$ cat config.mk
export PLATFORM = sky130hd
export DESIGN_NAME = mem_access_ctrl
export DESIGN_NICKNAME = d
export VERILOG_FILES = /design/src/rtl/mem_pkg.sv /design/src/rtl/mem_lane_align.sv /design/src/rtl/register_bit.sv /design/src/rtl/mem_access_ctrl.sv
export SDC_FILE = /design/constraint.sdc
export NUM_CORES = 1
export LEC_CHECK = 0
export CAP_MARGIN = 25
export CORE_MARGIN = 2
export CORE_UTILIZATION = 30
export CTS_CLUSTER_SIZE = 8
export DETAILED_ROUTE_END_ITERATION = 10
export PLACE_DENSITY_LB_ADDON = 0.3
export SYNTH_ARGS = -nofsm -noshare
export SYNTH_HDL_FRONTEND = slang
export SYNTH_SLANG_ARGS = --single-unit
$ cat constraint.sdc
create_clock -name clk -period 2.9 [get_ports clk]
set_clock_uncertainty 0.15 [all_clocks]
set_input_delay 0.58 -clock clk [delete_from_list [all_inputs] [get_ports clk]]
set_output_delay 0.58 -clock clk [all_outputs]
set_load 0.02 [all_outputs]
$ cat src/rtl/mem_pkg.sv
// Shared types and constants for the MEM-stage memory access controller.
package mem_pkg;

  typedef enum logic [1:0] {
    ST_IDLE = 2'd0,
    ST_BUSY = 2'd1,
    ST_DONE = 2'd2
  } state_t;

  localparam int TIMEOUT_DEFAULT = 16;
  localparam int DWORD_BYTES     = 8;
  localparam int ADDR_W          = 64;
  localparam int DATA_W          = DWORD_BYTES * 8;

endpackage

$ cat src/rtl/mem_lane_align.sv
// Combinational byte-lane steering: byte enables, store replication, load extraction.
module mem_lane_align
  import mem_pkg::*;
(
  input  logic                   byte_op,
  input  logic [2:0]             offset,
  input  logic [DATA_W-1:0]      wdata_in,
  input  logic [DATA_W-1:0]      rdata_in,
  output logic [DWORD_BYTES-1:0] be,
  output logic [DATA_W-1:0]      wdata_out,
  output logic [DATA_W-1:0]      rdata_out
);

  logic [7:0] lane_byte;

  genvar gi;
  generate
    for (gi = 0; gi < DWORD_BYTES; gi++) begin : g_lane
      // A byte access enables only the addressed lane; a store byte goes to every lane.
      assign be[gi]               = ~byte_op | (offset == 3'(gi));
      assign wdata_out[gi*8 +: 8] = byte_op ? wdata_in[7:0] : wdata_in[gi*8 +: 8];
    end
  endgenerate

  // Pick the addressed lane for byte loads and zero-extend it.
  always_comb begin
    lane_byte = rdata_in[{offset, 3'b000} +: 8];
    rdata_out = byte_op ? {{(DATA_W-8){1'b0}}, lane_byte} : rdata_in;
  end

endmodule

$ cat src/rtl/register_bit.sv
// Single storage bit with write enable, the same cell the pipeline registers use.
module register_bit (
  input  logic clk,
  input  logic reset,
  input  logic write_enable,
  input  logic d,
  output logic q
);

  logic q_reg;

  // Capture d when enabled; cleared by synchronous reset.
  always_ff @(posedge clk) begin
    if (reset) begin
      q_reg <= 1'b0;
    end else if (write_enable) begin
      q_reg <= d;
    end
  end

  assign q = q_reg;

endmodule

$ cat src/rtl/mem_access_ctrl.sv
// MEM-stage access controller: turns a load/store into a req/ack memory handshake,
// stalls the pipeline while it is outstanding and reports completion or fault.
module mem_access_ctrl
  import mem_pkg::*;
#(
  parameter int TIMEOUT_CYCLES = TIMEOUT_DEFAULT
) (
  input  logic                   clk,
  input  logic                   reset,
  input  logic                   MemRead,
  input  logic                   MemWrite,
  input  logic                   ByteOp,
  input  logic [ADDR_W-1:0]      ALUResult,
  input  logic [DATA_W-1:0]      readData2,
  output logic                   mem_req,
  output logic                   mem_we,
  output logic [ADDR_W-1:0]      mem_addr,
  output logic [DWORD_BYTES-1:0] mem_be,
  output logic [DATA_W-1:0]      mem_wdata,
  input  logic                   mem_ack,
  input  logic [DATA_W-1:0]      mem_rdata,
  output logic                   stall,
  output logic [DATA_W-1:0]      memData,
  output logic                   memValid,
  output logic                   fault
);

  localparam int CNT_W = $clog2(TIMEOUT_CYCLES) + 1;

  state_t             state_reg, state_next;
  logic [CNT_W-1:0]   cnt_reg, cnt_next;
  logic               fault_reg, fault_next;
  logic [DATA_W-1:0]  mem_data_reg, mem_data_next;

  logic               latch_en;
  logic [ADDR_W-1:0]  addr_q;
  logic [DATA_W-1:0]  wdata_q;
  logic               we_q;
  logic               byte_q;

  logic [DWORD_BYTES-1:0] be_al;
  logic [DATA_W-1:0]      wdata_al;
  logic [DATA_W-1:0]      rdata_al;

  logic any_op;
  logic illegal_op;
  logic busy;

  assign any_op     = MemRead | MemWrite;
  // Both strobes at once, or a doubleword not on an 8-byte boundary, never reaches memory.
  assign illegal_op = (MemRead & MemWrite) |
                      (any_op & ~ByteOp & (ALUResult[2:0] != 3'b000));
  assign busy       = (state_reg == ST_BUSY);

  genvar gi;
  generate
    for (gi = 0; gi < ADDR_W; gi++) begin : g_addr
      register_bit u_addr_bit (
        .clk          (clk),
        .reset        (reset),
        .write_enable (latch_en),
        .d            (ALUResult[gi]),
        .q            (addr_q[gi])
      );
    end
    for (gi = 0; gi < DATA_W; gi++) begin : g_data
      register_bit u_data_bit (
        .clk          (clk),
        .reset        (reset),
        .write_enable (latch_en),
        .d            (readData2[gi]),
        .q            (wdata_q[gi])
      );
    end
  endgenerate

  register_bit u_we_bit (
    .clk          (clk),
    .reset        (reset),
    .write_enable (latch_en),
    .d            (MemWrite),
    .q            (we_q)
  );

  register_bit u_byte_bit (
    .clk          (clk),
    .reset        (reset),
    .write_enable (latch_en),
    .d            (ByteOp),
    .q            (byte_q)
  );

  mem_lane_align u_align (
    .byte_op   (byte_q),
    .offset    (addr_q[2:0]),
    .wdata_in  (wdata_q),
    .rdata_in  (mem_rdata),
    .be        (be_al),
    .wdata_out (wdata_al),
    .rdata_out (rdata_al)
  );

  // State, BUSY-cycle counter, pending fault flag and load result register.
  always_ff @(posedge clk) begin
    if (reset) begin
      state_reg    <= ST_IDLE;
      cnt_reg      <= '0;
      fault_reg    <= 1'b0;
      mem_data_reg <= '0;
    end else begin
      state_reg    <= state_next;
      cnt_reg      <= cnt_next;
      fault_reg    <= fault_next;
      mem_data_reg <= mem_data_next;
    end
  end

  // Next-state logic, latch control and stall; counter clears whenever BUSY is left.
  always_comb begin
    state_next    = state_reg;
    cnt_next      = '0;
    fault_next    = fault_reg;
    mem_data_next = mem_data_reg;
    latch_en      = 1'b0;
    stall         = 1'b0;
    unique case (state_reg)
      ST_IDLE: begin
        fault_next = 1'b0;
        if (illegal_op) begin
          stall      = 1'b1;
          fault_next = 1'b1;
          if (MemRead) mem_data_next = '0;
          state_next = ST_DONE;
        end else if (any_op) begin
          stall      = 1'b1;
          latch_en   = 1'b1;
          state_next = ST_BUSY;
        end
      end
      ST_BUSY: begin
        stall = 1'b1;
        if (mem_ack) begin
          if (!we_q) mem_data_next = rdata_al;
          state_next = ST_DONE;
        end else if (cnt_reg == CNT_W'(TIMEOUT_CYCLES - 1)) begin
          fault_next = 1'b1;
          if (!we_q) mem_data_next = '0;
          state_next = ST_DONE;
        end else begin
          cnt_next = cnt_reg + CNT_W'(1);
        end
      end
      ST_DONE: begin
        state_next = ST_IDLE;
      end
      default: begin
        state_next = ST_IDLE;
      end
    endcase
  end

  // Memory-side outputs are only driven while a request is outstanding.
  always_comb begin
    mem_req   = busy;
    mem_we    = busy & we_q;
    mem_addr  = busy ? {addr_q[ADDR_W-1:3], 3'b000} : '0;
    mem_be    = busy ? be_al : '0;
    mem_wdata = busy ? wdata_al : '0;
    memData   = mem_data_reg;
    memValid  = (state_reg == ST_DONE);
    fault     = (state_reg == ST_DONE) & fault_reg;
  end

endmodule

==> impl_metrics.toml, run 1 <==
[pwr]
p_int_mw = 5.23
switching_power_mw = 1.91
swShare_pct = 26.7
p_leak_nw = 5.67
power_frac_comb_pct = 17.0
vdd_ir_drop_max_uv = 352
p_clk_share_pct = 40.8
power_per_cell_area_nw_per_um2 = 509
pwr-share-seq_pct = 42.2

[worst_setup_path]
worstReg2RegStart = "cnt_reg[0]"
reg2regPathDepth = 9
worstReg2RegEnd = "memData[24]"
crit_start = "state_reg[1]"
crit_type = "register to output port"
r2r_slack_ns = 0.63
crit_path_end_kind = "output port"
cp-start-kind = "register"
cp-endpoint = "mem_wdata[12]"
crit_required_ns = 2.17
critPathArrivalTime_ns = 2.03
crit_fanout = 68

[drt]
dr.pass1.iters = 5
vias_per_cell = 4.92
drtIter0Drc = 642
drc = 0
vias = 9485
wl_per_cell_um = 17.6
ant_nets = 0
wl_um = 33800

[floorplanning]
ioPinCount = 403
die_w_um = 177
rows = 63
die_area_um2 = 31400
placeableCoreArea_um2 = 29600
start_util_pct = 30.5
fp.dieH_um = 177

[hold_path]
hold_path_class = "register to register"
holdPathStages = 1

[synth]
netlist.area_leader.share_pct = 44.9
muxShareOfSynthArea_pct = 3.00
synth_seq_area_share_pct = 44.9
avgSynthCellArea_um2 = 7.69
synth_compound_area_share_pct = 19.3
synth_top_family_by_area = "simple AND/OR/NAND/NOR gates"
ys_seq_elements = 202
ys.flop_type = "dfxtp_1"
yosys-top-cells-area = "dfxtp_1, a21oi_1, nand2_1"
synthCells = 1170
async_reset_ff_share_pct = 0
synth_edf_count = 0
mappedNetlistArea_um2 = 9000
synthSimpleGateAreaFrac_pct = 25.8
ys_types = 39
synth_xor_area_share_pct = 0.292
yosysTopAreaCell = "dfxtp_1"
synth_adder_area_share_pct = 0.389
yosysWarnings = 0

[cts]
numClockSinks = 202
cts_hold_buf = 0
root_buffer = "clkbuf_16"
clkLatencyLatePin_ns = 0.53
numCtsBuffers = 29
cts_tree = "yes"
cts.reportedPaths.clkPinSlew_ns = 0.05
cts_max_level = 1
max-clock-path-buffers = 3

[final_layout]
drive_above_1_share_pct = 6.64
fill_cells = 2969
nets = 1736
multi_input_area_um2 = 4440
regArea_um2 = 4050
stdcell_count = 1927
area_delta_synth_final_pct = 55.6

[timing]
period_minus_slack_ns = 2.76
max_freq_ghz = 0.362
setup_violations = 0
worst_pin_slew_ns = 0.596
hold_viol_final = 0
tns_ns = 0
drv_slew = 0
fin_crit_sh_pct = 95.2
rsz0062_at_grt = "no"
timing.slew.headroom_pct = 60.3

[placed_design]
dp_hpwl_um = 23500
port_buffers = 399
place.gp.congestion = 0.839
dp_cells = 1894

[global_route]
grtUsageTotal_pct = 20.7
antenna_found_initial = 2
grt_first_pass_wirelength_um = 51600
grt_pass1_vias = 9269
gr-total-overflow = 0
grt_max_degree = 92

[status]
status = "finished, final reports clean"

[job]
drv_cap = 0
-- through the flow --
step                      power [mW]  hold slack [ns]  worst slack [ns]  instance area [µm²]  util [%]
final                           7.13            0.298             0.138                14000      47.4
after global routing            7.46            0.310            0.0176                14000      47.4
after CTS                       7.24            0.292          -0.00664                14000      47.2
after detailed placement        4.30            0.291            0.0406                13300      45.2
after global placement          4.29            0.278            0.0719                13300      45.2
after floorplan                 3.70            0.268             0.515                 9010         -
-- cell usage after synthesis (3+ instances only) --
cell type,instances
nor2b_1,10
buf_6,14
nor2_1,13
buf_1,7
inv_1,5
nand2_1,325
nand2b_1,59
nor3_1,14
buf_2,20
a221o_1,8
nand3b_1,3
a21oi_1,250
clkbuf_1,60
mux2_2,8
a221oi_1,8
o21ai_0,30
and2_1,71
mux4_2,8
buf_4,4
dfxtp_1,202
o21ai_1,28
-- critical path, stage by stage, from the launching register on --
cell and delay, ns:
dfxtp_2 0.35, nand2b_2 0.15, buf_8 0.35, a21oi_1 0.09, buf_4 0.16, dlygate4sd2_1 0.33
-- per-layer routing --
metal  vias up  global-route usage, %  share of wire [%]
met3        55                   6.94                 10
li1       4592                      -                  -
met4         4                   6.03                2.9
met2       385                   34.7                 46
met1      4449                   25.1                 40
met5         -                      0              0.068
-- placed cells by master, fill, tap and decap left out, types with 4 or more instances in the layout --
cell,n
dlygate4sd2_1,118
nor2b_1,10
nand2_1,325
clkbuf_16,29
mux4_2,8
o21ai_0,30
dlymetal6s2s_1,17
mux2_2,8
nand2b_1,58
dfxtp_1,198
inv_1,4
buf_4,30
and2_1,71
clkdlybuf4s50_1,263
a221o_1,8
o21ai_1,28
a221oi_1,8
buf_12,6
nor3_1,13
nor2_1,13
a21oi_1,250
-- timing repair --
item | 4_1_cts | 5_1_grt
setup buffers | 1 | 0
setup endpoints to repair | 134 | 18
endpoints found under the hold margin | 0 | 0
gates cloned | 0 | 0
resized for setup | 124 | 18
-- cells by family after synthesis --
group	count (synthesis)
other cells	1
fa+ha+maj	3
xor+xnor	3
mux	16
simple gates	505
flops	202
compound gates	330
buf+inv	110
-- worst min-delay path by stage --
stage / startpoint / end
2_1_floorplan: cnt_reg[0] / cnt_reg[0]
3_3_place_gp: cnt_reg[0] / cnt_reg[0]
3_5_place_dp: cnt_reg[0] / cnt_reg[0]
4_1_cts: reset / g_addr[0].u_addr_bit.q
5_1_grt: cnt_reg[0] / cnt_reg[0]
6_report: cnt_reg[0] / cnt_reg[0]
-- area by class of cell --
type                    count  area share, %
multi-input cells         860           31.7
flip-flops and latches    202           28.9
repair buffers            438           30.5
well taps                 390           3.48
diodes                      1         0.0179
clock buffers              29           5.18
inverters                   5          0.134
clock inverters             2         0.0715
-- power groups by stage --
stage | sequential [mW] | clock, mW | combinational, mW
after floorplan | 3.06 | 0 | 0.637
after detailed placement | 3.07 | 0 | 1.23
final | 3.01 | 2.91 | 1.21
after global routing | 3.03 | 3.11 | 1.32
after global placement | 3.06 | 0 | 1.22
after CTS | 3.01 | 3.00 | 1.22
(Power assumes the default switching activity.)
==> run 2: changes to the inputs <==
--- a/config.mk
+++ b/config.mk
@@ -8,6 +8,7 @@
 export CAP_MARGIN = 25
 export CORE_MARGIN = 2
 export CORE_UTILIZATION = 30
+export CTS_BUF_LIST = sky130_fd_sc_hd__clkbuf_2
 export CTS_CLUSTER_SIZE = 8
 export DETAILED_ROUTE_END_ITERATION = 10
 export PLACE_DENSITY_LB_ADDON = 0.3
==> constraint.sdc (replaced) <==
create_clock -name clk -period 2.7 [get_ports clk]
set_clock_uncertainty 0.15 [all_clocks]
set_input_delay 0.54 -clock clk [delete_from_list [all_inputs] [get_ports clk]]
set_output_delay 0.54 -clock clk [all_outputs]
set_load 0.02 [all_outputs]
==> run 2 against run 1 <==
The flow now finishes with violations (setup timing). Die area is the same. Cell count rose by 7.5%. Clock power down 26%. Cell area grew 12%. Via count is 6.7% higher. Power shrank 1.2%. Count of clock-buffer cells in the layout grew 55. Combinational power rose by 37%. Routed wire length increased by 8.9%. First-iteration DRC count fell by 9.5%. Core utilization rose by 5.8 points. Sequential share of layout area down 3.1 points.
==> impl_metrics.toml, run 2 (same netlist as run 1, synthesis figures left out) <==
[status]
status = "finished, violations left"
violations = "setup timing"

[pwr]
power_per_cell_area_nw_per_um2 = 448
vdd_ir_drop_max_uv = 275
p_leak_nw = 5.86

[cts]
cts_tree = "yes"
numClockSinks = 202
root_buffer = "clkbuf_2"
clkLatencyLatePin_ns = 0.80
max-clock-path-buffers = 3
cts_max_level = 2
numCtsBuffers = 55
cts.reportedPaths.clkPinSlew_ns = 0.10

[drt]
wl_um = 36900
vias_per_cell = 4.89
drc = 0
dr.pass1.iters = 5
ant_nets = 0
vias = 10100
wl_per_cell_um = 17.8
drtIter0Drc = 581

[floorplanning]
rows = 63
die_area_um2 = 31400
ioPinCount = 403
start_util_pct = 30.5
placeableCoreArea_um2 = 29600
fp.dieH_um = 177
die_w_um = 177

[worst_setup_path]
crit_path_end_kind = "output port"
crit_type = "register to output port"
crit_chain = "nand2b_4 -> buf_12 -> buf_16 -> buf_6 -> a21oi_4 -> buf_6"
critPathMostFrequentCell = "buf_6"
crit_fanout = 7
critPathArrivalTime_ns = 2.03
cpPeakStageDelay_ns = 0.33
cp-start-kind = "register"
critPathSlowestCell = "dfxtp_2"
crit_required_ns = 2.01

[placed_design]
place.gp.congestion = 0.860
port_buffers = 399
dp_cells = 1902
dp_hpwl_um = 23800

[final_layout]
nets = 1838
area_delta_synth_final_pct = 74.6
fill_cells = 2760
regArea_um2 = 4060
drive_above_1_share_pct = 28.1
layout_commonest_cell = "nand2_1"
stdcell_count = 2071
multi_input_area_um2 = 5160
final_cell_mix = "nand2_1, clkdlybuf4s50_1, a21oi_1"

[timing]
drv_slew = 0
setup_violations = 7
fin_ws_ns = -0.0217
timing.slew.headroom_pct = 57.8
fin_crit_sh_pct = 101
period_minus_slack_ns = 2.72
hold_viol_final = 0
tns_ns = -0.0903
rsz0062_at_grt = "yes"
worst_pin_slew_ns = 0.633
max_freq_ghz = 0.367

[global_route]
grt_pass1_vias = 10100
grt_first_pass_wirelength_um = 54600
grt_max_degree = 87
antenna_found_initial = 3
grtUsageTotal_pct = 22.1
gr-total-overflow = 0

[hold_path]
hold_path_class = "input pin to register"

[job]
drv_cap = 0
## run 2: final timing paths
path	startpoint	endpoint	slack, ns	cells past startpoint
max	state_reg[1]	mem_wdata[63]	-0.02	6
min	readData2[15]	g_data[15].u_data_bit.q	0.07	3
max reg2reg	state_reg[0]	g_addr[45].u_addr_bit.q	0.36	6
min reg2reg	cnt_reg[0]	cnt_reg[0]	0.30	1
## run 2: repair_timing
action	CTS	global route
setup endpoints to repair	138	136
pin swaps	42	30
gates cloned	11	1
hold endpoints to repair	77	3
hold buffers	36	3
resized for setup	922	104
buffers inserted	19	2
## run 2: per-stage QoR
stage	hold WS, ns	setup slack, ns	area, µm²	power, mW	utilization, %
after floorplan	0.268	0.355	9010	3.97	-
after detailed placement	0.289	0.00351	13400	4.64	45.5
final	0.0699	-0.0217	15700	7.04	53.2
after global routing	-0.00856	-0.205	15700	7.43	53.2
after CTS	0.000336	-0.165	15300	7.07	51.6
after global placement	0.279	-0.00623	13400	4.63	45.5
## run 2: cell type report
type | instances | area share (%)
antenna | 4 | 0.0637
clock buffer | 84 | 2.67
clock inverter | 12 | 0.342
inverter | 5 | 0.167
multi-input combinational | 860 | 32.9
sequential | 202 | 25.8
tap | 390 | 3.10
timing repair buffer | 514 | 35.0
## run 2: metal layers
metal  part of all wire (%)  track usage [%]
met5                      0                0
met4                    2.7             7.82
met3                    9.9             7.17
met2                     48             37.5
met1                     39             25.9
## run 2: power by group
group	switching [mW]	internal [mW]	leakage, nW	total [mW]
Combinational	0.834	0.827	3.85	1.66
Clock	1.32	0.822	0.370	2.14
Sequential	0.103	3.14	1.64	3.24
Total	2.26	4.79	5.86	7.04
## run 2: critical path, delay by kind of cell (launching register included)
family	cells	cell delay (ns)
buf+inv	4	0.58
compound gates	1	0.11
flops	1	0.33
simple gates	1	0.19
==> run 3: changes to the inputs <==
--- a/config.mk
+++ b/config.mk
@@ -6,12 +6,14 @@
 export NUM_CORES = 1
 export LEC_CHECK = 0
 export CAP_MARGIN = 25
+export CORE_ASPECT_RATIO = 0.75
 export CORE_MARGIN = 2
 export CORE_UTILIZATION = 30
 export CTS_BUF_LIST = sky130_fd_sc_hd__clkbuf_2
 export CTS_CLUSTER_SIZE = 8
 export DETAILED_ROUTE_END_ITERATION = 10
-export PLACE_DENSITY_LB_ADDON = 0.3
+export HOLD_SLACK_MARGIN = 0.05
+export PLACE_DENSITY_LB_ADDON = 0.15
 export SYNTH_ARGS = -nofsm -noshare
 export SYNTH_HDL_FRONTEND = slang
 export SYNTH_SLANG_ARGS = --single-unit
==> run 3 against run 2 <==
The flow still finishes with violations (setup timing). Count of clock-buffer cells in the layout decreased by 3. Worst setup slack got worse by 0.0050 ns. Cell count up 4.9%. Critical path depth decreased by 1. Power is 0.95% higher. Via count is 2.0% higher. Sequential power about the same. Fmax is 0.18% lower. Worst hold slack better by 0.062 ns. Core utilization is 3.1 points higher. Largest power group unchanged.
==> impl_metrics.toml, run 3 (same netlist as run 1, synthesis figures left out) <==
[floorplanning]
rows = 54
ioPinCount = 403
fp.dieH_um = 154
start_util_pct = 30.7
die_w_um = 204
placeableCoreArea_um2 = 29300
die_area_um2 = 31400

[cts]
root_buffer = "clkbuf_2"
max-clock-path-buffers = 3
cts_tree = "yes"
clkLatencyLatePin_ns = 0.88
numCtsBuffers = 54
cts_max_level = 2
numClockSinks = 202
cts.reportedPaths.clkPinSlew_ns = 0.10

[worst_setup_path]
reg2regPathDepth = 6
r2r_slack_ns = 0.36
crit_family = "buffers and inverters"
worstReg2RegStart = "state_reg[0]"
critPathArrivalTime_ns = 2.04
critPathSlowestCell = "dfxtp_2"
critPathBufInv = 3
crit_chain = "nand2b_4 -> buf_12 -> buf_16 -> a21oi_4 -> buf_6"
worstReg2RegEnd = "g_addr[17].u_addr_bit.q"
cpPeakStageDelay_ns = 0.33
crit_path_end_kind = "output port"
crit_fanout = 7
cp-start-kind = "register"
crit_required_ns = 2.01
crit_type = "register to output port"

[status]
violations = "setup timing"
status = "finished, violations left"

[pwr]
power_per_cell_area_nw_per_um2 = 431
power_mw = 7.11
vdd_ir_drop_max_uv = 243
p_leak_nw = 6.19
p_int_mw = 4.83
pwr-share-seq_pct = 45.4
power_frac_comb_pct = 25.1
swShare_pct = 32.1
p_clk_share_pct = 29.5
switching_power_mw = 2.28

[timing]
period_minus_slack_ns = 2.73
fin_crit_sh_pct = 101
fin_ws_ns = -0.0267
hold_viol_final = 0
worst_pin_slew_ns = 0.664
hold_slack_ns = 0.132
max_freq_ghz = 0.367
drv_slew = 0
setup_violations = 6
timing.slew.headroom_pct = 55.8
rsz0062_at_grt = "yes"

[global_route]
grt_max_degree = 126
gr-total-overflow = 0
grtUsageTotal_pct = 23.7
grt_pass1_vias = 10600
grt_first_pass_wirelength_um = 58800
antenna_found_initial = 3

[job]
drv_cap = 0

[hold_path]
holdPathStages = 3
hold_path_class = "input pin to register"
min_to = "g_data[33].u_data_bit.q"
hold_start = "readData2[33]"

[drt]
drc = 0
drtIter0Drc = 434
vias = 10300
ant_nets = 0
dr.pass1.iters = 5
wl_um = 38500
wl_per_cell_um = 17.7
vias_per_cell = 4.75

[final_layout]
layout_commonest_cell = "nand2_1"
area_delta_synth_final_pct = 83.2
nets = 1944
drive_above_1_share_pct = 22.6
stdcell_count = 2173
final_cell_mix = "nand2_1, clkdlybuf4s50_1, a21oi_1"

[placed_design]
port_buffers = 399
dp_cells = 1900
place.gp.congestion = 0.800
dp_hpwl_um = 24400
==> run 3: cell count changes in the layout (fill, tap and decap cells not counted), moves of 9 or more <==
cell | before | now
buf_6 | 120 | 94
and2_4 | 70 | 29
buf_2 | 2 | 11
dlygate4sd3_1 | 39 | 163
and2_1 | 1 | 42
nand2b_1 | 42 | 55
nand2b_4 | 17 | 4
==> run 3: what timing repair did <==
action,in CTS,in global routing
hold buffers,163,0
gates cloned,8,2
pin swaps,4,1
endpoints found under the setup margin,138,139
buffers inserted,9,1
endpoints found under the hold margin,171,0
resized for setup,891,51
==> run 3: area by class of cell <==
cell class	count	area (µm²)
antenna	3	7.51
clock buffer	81	405
clock inverter	9	35.0
fill	2732	12800
inverter	5	26.3
multi-input combinational	860	5030
sequential	202	4060
tap	392	490
timing repair buffer	621	6440
==> run 3: worst min-delay path: stages <==
cell and delay, ns:
clkdlybuf4s50_1 0.41, nand2_1 0.06, a21oi_1 0.06
==> run 3: per-layer routing <==
metal,vias to the layer above,global-route usage [%],wire (µm)
li1,5054,-,-
met1,4823,29.5,16700
met2,361,39.3,17800
met3,78,6.27,2750
met4,0,8.73,1170
met5,-,0,0
==> run 3: worst max-delay path by stage <==
stage | slack (ns) | cells past startpoint | start | to
2_1_floorplan | 0.36 | 5 | g_addr[1].u_addr_bit.q | mem_be[2]
3_3_place_gp | -0.06 | 9 | ALUResult[2] | g_addr[44].u_addr_bit.q
3_5_place_dp | -0.08 | 9 | ALUResult[2] | g_addr[46].u_addr_bit.q
4_1_cts | -0.19 | 6 | state_reg[1] | mem_addr[50]
5_1_grt | -0.18 | 5 | state_reg[1] | mem_wdata[10]
6_report | -0.03 | 5 | state_reg[1] | mem_wdata[10]
==> run 3: metrics by stage <==
stage / utilization, % / setup slack [ns] / setup TNS (ns) / area (µm²)
3_5_place_dp: 46.0 / -0.0836 / -4.28 / 13500
5_1_grt: 56.2 / -0.179 / -15.62 / 16500
4_1_cts: 55.4 / -0.186 / -14.24 / 16300
2_1_floorplan: - / 0.355 / 0 / 9010
3_3_place_gp: 46.0 / -0.0560 / -1.56 / 13500
6_report: 56.2 / -0.0267 / -0.0864 / 16500
==> run 3: power by group through the flow <==
stage | combinational (mW) | sequential [mW] | clock (mW)
after floorplan | 0.684 | 3.29 | 0
after global placement | 1.40 | 3.28 | 0
after detailed placement | 1.40 | 3.29 | 0
after CTS | 1.76 | 3.22 | 2.19
after global routing | 1.91 | 3.25 | 2.35
final | 1.78 | 3.23 | 2.10
